<file path="config.mk">
export PLATFORM = sky130hd
export DESIGN_NAME = mp3_fifo_stream_feeder
export DESIGN_NICKNAME = d
export VERILOG_FILES = /design/src/rtl/mp3_fifo_stream_feeder.sv
export SDC_FILE = /design/constraint.sdc
export NUM_CORES = 1
export LEC_CHECK = 0
export ABC_AREA = 1
export BUFFER_PORTS_ARGS = -buffer_cell sky130_fd_sc_hd__buf_2
export CAP_MARGIN = 20
export CORE_AREA = 3 3 141 109
export CTS_CLUSTER_DIAMETER = 80
export DETAILED_ROUTE_END_ITERATION = 8
export DIE_AREA = 0 0 144 112
export GPL_TIMING_DRIVEN = 0
export HOLD_SLACK_MARGIN = 0.08
export PLACE_DENSITY = 0.64
export SLEW_MARGIN = 20
export SYNTH_ARGS = -nofsm -noshare
export SYNTH_HDL_FRONTEND = slang
export SYNTH_SLANG_ARGS = --single-unit
</file>
<file path="constraint.sdc">
create_clock -name clk -period 5.7 [get_ports clk]
set_input_delay 0.855 -clock clk [delete_from_list [all_inputs] [get_ports clk]]
set_output_delay 0.855 -clock clk [all_outputs]
set_load 0.01 [all_outputs]
</file>
<file path="src/rtl/mp3_fifo_stream_feeder.sv">
// MP3 serial data feeder: word FIFO plus a bit-clock serialiser with selectable
// bit order, request-driven pausing, flush, low-water flag and sticky underrun.
module mp3_fifo_stream_feeder #(
  parameter int WORD_BITS      = 16,
  parameter int FIFO_DEPTH     = 8,
  parameter int BIT_CLK_PERIOD = 2,
  parameter int LOW_WATER      = 2
) (
  input  logic                          clk,
  input  logic                          reset,
  input  logic                          flush,
  input  logic                          lsbFirst,
  input  logic [WORD_BITS-1:0]          dataIn,
  input  logic                          dataValid,
  output logic                          dataReady,
  output logic [$clog2(FIFO_DEPTH):0]   level,
  output logic                          lowWater,
  output logic                          underrun,
  input  logic                          underrunClear,
  output logic                          dataOut,
  output logic                          dataOutClk,
  input  logic                          dataOutReq
);

  localparam int AW   = $clog2(FIFO_DEPTH);
  localparam int LW   = AW + 1;
  localparam int HALF = BIT_CLK_PERIOD / 2;
  localparam int PW   = (HALF > 1) ? $clog2(HALF) : 1;
  localparam int CW   = $clog2(WORD_BITS);

  typedef enum logic [1:0] {IDLE, HIGH, LOW} state_t;

  state_t               state, stateNext;
  logic [PW-1:0]        presc;
  logic                 halfTick;
  logic [WORD_BITS-1:0] mem [FIFO_DEPTH];
  logic [AW-1:0]        wrPtr, rdPtr;
  logic                 full, empty, push, pop;
  logic                 load, shift;
  logic [WORD_BITS-1:0] shifter;
  logic [CW-1:0]        bitCnt;
  logic                 lsbLatched;
  logic                 curBit;

  assign halfTick  = (presc == PW'(HALF - 1));
  assign full      = (level == LW'(FIFO_DEPTH));
  assign empty     = (level == '0);
  assign dataReady = ~full;
  assign lowWater  = (level <= LW'(LOW_WATER));
  assign push      = dataValid && !full && !flush;
  assign pop       = load;
  assign curBit    = lsbLatched ? shifter[0] : shifter[WORD_BITS-1];

  always_ff @(posedge clk or posedge reset) begin
    if (reset) presc <= '0;
    else       presc <= halfTick ? '0 : presc + PW'(1);
  end

  always_ff @(posedge clk) begin
    if (push) mem[wrPtr] <= dataIn;
  end

  always_ff @(posedge clk or posedge reset) begin
    if (reset) begin
      wrPtr <= '0;
      rdPtr <= '0;
      level <= '0;
    end else if (flush) begin
      wrPtr <= '0;
      rdPtr <= '0;
      level <= '0;
    end else begin
      if (push) wrPtr <= wrPtr + AW'(1);
      if (pop)  rdPtr <= rdPtr + AW'(1);
      case ({push, pop})
        2'b10:   level <= level + LW'(1);
        2'b01:   level <= level - LW'(1);
        default: level <= level;
      endcase
    end
  end

  always_comb begin
    stateNext = state;
    load      = 1'b0;
    shift     = 1'b0;
    if (halfTick) begin
      case (state)
        IDLE: if (dataOutReq && !empty) begin
          stateNext = HIGH;
          load      = 1'b1;
        end
        HIGH: stateNext = LOW;
        LOW: begin
          // Last bit always returns to IDLE, giving one idle half-bit between words.
          if (bitCnt == '0) stateNext = IDLE;
          else if (dataOutReq) begin
            stateNext = HIGH;
            shift     = 1'b1;
          end
        end
        default: stateNext = IDLE;
      endcase
    end
    if (flush) begin
      stateNext = IDLE;
      load      = 1'b0;
      shift     = 1'b0;
    end
  end

  always_ff @(posedge clk or posedge reset) begin
    if (reset) begin
      state      <= IDLE;
      shifter    <= '0;
      bitCnt     <= '0;
      lsbLatched <= 1'b0;
    end else begin
      state <= stateNext;
      if (load) begin
        shifter    <= mem[rdPtr];
        bitCnt     <= CW'(WORD_BITS - 1);
        lsbLatched <= lsbFirst;
      end else if (shift) begin
        shifter <= lsbLatched ? (shifter >> 1) : (shifter << 1);
        bitCnt  <= bitCnt - CW'(1);
      end
    end
  end

  // Pins follow the state register by one clock; flush forces the bit clock low at once.
  always_ff @(posedge clk or posedge reset) begin
    if (reset) begin
      dataOut    <= 1'b0;
      dataOutClk <= 1'b0;
    end else begin
      dataOutClk <= (state == HIGH) && !flush;
      if (state == HIGH) dataOut <= curBit;
    end
  end

  always_ff @(posedge clk or posedge reset) begin
    if (reset)                                                  underrun <= 1'b0;
    else if (underrunClear)                                     underrun <= 1'b0;
    else if (halfTick && state == IDLE && dataOutReq && empty)  underrun <= 1'b1;
  end

endmodule

</file>
==> reports/qor.csv, run 1 <==
metric,value,unit
Final Power,3.64,mW
Clock Path Buffers,2,
Synth Area in Compound Gates,14.7,%
Initial Utilization,48.9,%
"Endpoint, Worst Hold",dataOut,
ant diodes,0,
status,"complete, no violations",
initial antenna violation count,1,
Setup Total Neg Slack,0,ns
CTS tree,yes,
final slew viol count,0,
RSZ-0062 raised after global routing,false,
io pins,32,
total number of yosys warnings,0,
Num CTS Buffers,17,
"commonest non-fill, non-tap cell in the layout",edfxtp_1,
I/O Buffers,31,
Hold Path Depth,2,
sequential area share after synthesis,68.2,%
fin cells,833,
Worst Skew,0.00655,ns
Comb pwr share,28.7,%
placed instance count,801,
DR pass1 iterations,5,
startpoint types,flop,
register share of total power,40.8,%
post-detail-place hpwl,11200,µm
GR Overflow Total,0,
post-CTS resize count,0,
largest family of logic cells by synthesized area,compound AO/OA/AOI/OAI gates,
Tcrit/Tclk final,40.2,%
number of global-route vias before repair,4736,
CP endpoint kind,output pin,
Clock Latency Late Sink,0.42,ns
Die Y,112,µm
final hold vios,0,
clock root cell,clkbuf_16,
Max VDD drop,0.311,mV
syn_nets,610,
Critical Path RT,4.85,ns
Synth Area in Simple Gates,11.6,%
Detail Route Antenna Nets,0,
"Cell Area, Synth",6950,µm²
Setup-failing EPs final,0,
DR WL/cell,20.1,µm
Layout area overhead,15.6,%
Die ar.,16100,µm²
hold_buf cts,0,
FF-to-FF setup slack,3.51,ns
Hold Slack,0.498,ns
register bit total from synthesis,164,
Worst Hold Class,flop to flop,
Worst-path clk slew,0.06,ns
vias,4776,
hold_sp,dataOut,
setup bufs post-CTS,0,
routability-driven placement congestion ratio,0.796,
Synth Area in XOR/XNOR,0.126,%
"Max FO, Critical Path",5,
Reg2Reg Depth,7,
Synth Instances,582,
Int Pwr,2.41,mW
Slew @ Worst Pin,0.771,ns
"Min Clock Period, post-route",2.29,ns
first-pass GRT wire length,26600,µm
Via density,5.73,
P_leak,2.95,nW
Fmax,436,MHz
Fillers,1171,
Routed WL,16800,µm
most frequent cells in the layout,"128 x edfxtp_1, 99 x nor2_1, 77 x o21ai_0, 45 x buf_2, 38 x nand2_1",
# Max-Cap Violations,0,
Crit path arrival time,1.44,ns
Die Wd,144,µm
crit path kind,flop to output pin,
Switching Fraction,33.8,%
GRT Total Usage,22.3,%
CORE AREA,14200,µm²
largest net degree at the start of global routing,37,
DRT iter0 DRCs,447,
Net Switching,1.23,mW
relative slew slack,48.5,%
synth unique cells,33,
H-tree depth,4,
Rows,38,
worst r2r dst,mem[0][8],
clock sink count,164,
Final #Nets,668,
Syn Area/Cell,11.9,µm²
DRC Markers,0,
synthesized-area fraction occupied by adder cells,0.900,%
mux cell area share after synthesis,0,%
Cell Pwr Density,453,nW/µm²
share of cells above drive strength 1,20.5,%
R2R Path Start,level[1],
Clk pwr share,30.5,%
==> how the worst max path moves through the flow <==
stage	slack [ns]	endpoint	start
after floorplan	3.29	mem[0][0]	dataValid
after global placement	2.34	mem[3][2]	flush
after detailed placement	3.01	mem[0][3]	flush
after CTS	3.38	lowWater	level[3]
after global routing	3.30	lowWater	level[3]
final	3.41	lowWater	level[3]
==> metal layers <==
layer / GRT usage [%] / share of wire (%) / vias to the layer above
met2: 33.1 / 46 / 177
met4: 5.90 / 1.4 / 2
met3: 6.31 / 8.2 / 22
met5: 0 / 0.077 / -
li1: - / - / 2238
met1: 32.5 / 45 / 2337
==> synthesized netlist by cell type (all sizes together) <==
master | instances | area (µm²)
o21a | 1 | 7.51
nand2 | 44 | 195
inv | 32 | 123
a31oi | 17 | 106
nor3 | 1 | 5.00
nand3 | 17 | 97.6
a21boi | 1 | 18.8
dfrtp | 36 | 901
clkbuf | 13 | 48.8
nor2 | 112 | 443
a21oi | 4 | 20.0
a41o | 1 | 10.0
or2 | 10 | 62.6
o221ai | 10 | 87.6
edfxtp | 128 | 3840
nand4 | 1 | 6.26
o22ai | 11 | 68.8
o211ai | 36 | 300
ha | 5 | 62.6
o21ai | 80 | 400
buf | 21 | 138
xor2 | 1 | 8.76
==> cells by family after synthesis <==
logic type / Yosys count
flops: 164
buf+inv: 66
xor+xnor: 1
compound gates: 161
fa+ha+maj: 5
simple gates: 185
==> registers in the layout, summed over array words and instances (netlist names) <==
register / cells
mem: 128
shifter: 16
bitCnt: 4
level: 4
rdPtr: 3
wrPtr: 3
state: 2
dataOut: 1
dataOutClk: 1
lsbLatched: 1
underrun: 1
==> critical path, stage by stage, from the launching register on <==
cell and delay (ns):
dfrtp_1 0.43, nor2_2 0.26, o21ai_0 0.14, inv_1 0.07, buf_2 0.12
==> per-stage QoR <==
stage	worst slack, ns	area [µm²]	util, %
floorplan	3.29	6950	-
global placement	2.34	7330	51.6
detailed placement	3.01	7460	52.5
CTS	3.38	8040	56.5
global route	3.30	8040	56.5
finish	3.41	8040	56.5
==> power by group through the flow <==
stage	clock network, mW	registers [mW]	logic (mW)
floorplan	0	1.50	0.714
global placement	0	1.50	0.996
detailed placement	0	1.51	1.04
CTS	1.13	1.49	1.04
global route	1.18	1.50	1.17
finish	1.11	1.49	1.04
==> layout make-up <==
cell class	count	area, µm²	area share (%)
Buffer	34	186	2.32
Clock buffer	17	425	5.29
Clock inverter	15	151	1.88
Inverter	32	123	1.53
Multi-Input combinational cell	352	1920	23.9
Sequential cell	164	4740	59.0
Tap cell	180	225	2.80
Timing Repair Buffer	39	260	3.24
(Power assumes the default switching activity.)
==> inputs of run 2 (changes only) <==
==> constraint.sdc (replaced) <==
create_clock -name clk -period 2.28 [get_ports clk]
set_input_delay 0.342 -clock clk [delete_from_list [all_inputs] [get_ports clk]]
set_output_delay 0.342 -clock clk [all_outputs]
set_load 0.01 [all_outputs]
==> run 2 against run 1 <==
  * Cell count up 0.12%
  * Utilization up 0.35 points
  * Largest power group unchanged
  * Setup slack worse by 3.3 ns
  * Sequential power up 150%
  * Largest cell class unchanged
  * Critical path type is now flop to flop
  * First-iteration DRC count down 4.5%
  * Routed wire length about the same
==> reports/qor.csv, run 2 (synthesis results as in run 1) <==
metric,value,unit,change
CP Launch Point,level[1],,
"commonest non-fill, non-tap cell in the layout",edfxtp_1,,
Clock Latency Late Sink,0.42,ns,about the same
Setup-failing EPs final,0,,unchanged
Via density,5.75,,+0.30%
largest net degree at the start of global routing,37,,unchanged
Rows,38,,unchanged
Clock Path Buffers,2,,unchanged
final slew viol count,0,,unchanged
startpoint types,flop,,
Num CTS Buffers,17,,unchanged
clock root cell,clkbuf_16,,
DRT iter0 DRCs,427,,-4.5%
dpl ws,0.0635,ns,-2.94 ns
Setup WS post-layout,0.155,ns,-3.25 ns
final hold vios,0,,unchanged
Die Y,112,µm,unchanged
DR pass1 iterations,5,,unchanged
max reg flops,128,,unchanged
GR Overflow Total,0,,unchanged
Crit path arrival time,2.25,ns,+0.81 ns
Final Power,9.12,mW,+150%
Final #Nets,669,,+0.15%
Max VDD drop,0.783,mV,+150%
# Max-Cap Violations,0,,unchanged
P_leak,2.96,nW,+0.22%
Routed WL,16800,µm,about the same
DRC Markers,0,,unchanged
Die Wd,144,µm,unchanged
ant diodes,0,,unchanged
Detail Route Antenna Nets,0,,unchanged
io pins,32,,unchanged
CORE AREA,14200,µm²,unchanged
crit path kind,flop to flop,,
R2R Path Start,level[1],,
Tcrit/Tclk final,93.2,%,
Fmax,471,MHz,
Slew @ Worst Pin,0.762,ns,-0.00869 ns
most frequent cells in the layout,"128 x edfxtp_1, 99 x nor2_1, 77 x o21ai_0, 45 x buf_2, 38 x nand2_1",,
share of cells above drive strength 1,20.5,%,-0.031 points
biggest registers after layout,"mem (128), shifter (16)",,
number of global-route vias before repair,4736,,unchanged
post-detail-place hpwl,11200,µm,unchanged
Worst-path clk slew,0.06,ns,about the same
first-pass GRT wire length,26600,µm,unchanged
Worst Hold Class,input port to async pin,,
status,"complete, no violations",,
DP Area,7460,µm²,unchanged
CP endpoint kind,flop,,
DR WL/cell,20.1,µm,-0.20%
Setup Total Neg Slack,0,ns,unchanged
Util after Layout,56.9,%,+0.35 points
relative slew slack,49.1,%,+0.58 points
Layout area overhead,16.3,%,
Worst Skew,0.00590,ns,-0.000646 ns
I/O Buffers,31,,unchanged
Die ar.,16100,µm²,unchanged
CTS tree,yes,,
"Max FO, Critical Path",9,,+4
initial antenna violation count,1,,unchanged
Final Cell Area,8090,µm²,+0.62%
Cell Pwr Density,1130,nW/µm²,+150%
Critical Path RT,2.41,ns,-2.44 ns
largest register by flop count,mem,,
vias,4796,,+0.42%
"Min Clock Period, post-route",2.12,ns,
setup bufs post-CTS,0,,unchanged
clock sink count,164,,unchanged
GRT Total Usage,22.3,%,unchanged
H-tree depth,4,,unchanged
Fillers,1167,,-0.34%
Initial Utilization,48.9,%,unchanged
routability-driven placement congestion ratio,0.796,,unchanged
==> run 2: changes by cell type in the layout (fill, tap and decap cells not counted) <==
cell / delta
nor2_2: -8
dlygate4sd3_1: +1
nor2_4: +8
==> run 2: final timing paths <==
check | to | slack [ns] | cells after the start
max in group asynchronous | shifter[14] | 1.74 | 2
max | mem[0][6] | 0.16 | 7
min in group clk | lsbLatched | 0.15 | 3
min reg2reg | dataOut | 0.50 | 2
max reg2reg | mem[0][6] | 0.16 | 7
min | shifter[11] | 0.06 | 2
==> run 2: area by class of cell <==
class	count	area [µm²]	share of cell area, %
sequential	164	4740	58.7
clock buffer	17	425	5.26
buffer	34	186	2.31
timing repair buffer	40	270	3.34
multi-input combinational	352	1960	24.2
inverter	32	123	1.52
clock inverter	15	151	1.87
tap	180	225	2.79
==> run 2: stage by stage <==
stage	instances	hold slack (ns)
floorplan	582	0.408
global placement	793	0.468
detailed placement	801	0.485
CTS	834	0.0836
global route	834	0.133
finish	834	0.0592
==> run 2: where the power goes <==
group / internal, mW / switching, mW
combinational: 0.895 / 1.73
sequential: 3.52 / 0.198
clock: 1.62 / 1.16
total: 6.03 / 3.09
==> run 2: critical path, stage by stage, from the launching register on <==
cell,delay (ns)
dfrtp_1,0.47
nor2_4,0.11
a21boi_4,0.23
nand2_1,0.08
inv_1,0.10
nand2_1,0.24
nor2_4,0.37
buf_6,0.22
==> run 2: per-layer routing <==
metal / up-vias / share of wire, % / GRT usage, %
met5: - / 0.078 / 0
met3: 23 / 8.6 / 6.31
met2: 191 / 46 / 33.1
met1: 2335 / 44 / 32.5
met4: 2 / 1.5 / 5.90
li1: 2245 / - / -
==> run 2: what timing repair did <==
| item | 4_1_cts | 5_1_grt |
|---|---|---|
| resized for setup | 0 | 8 |
| setup endpoints to repair | 0 | 44 |
| hold buffers | 1 | 0 |
| endpoints found under the hold margin | 1 | 0 |
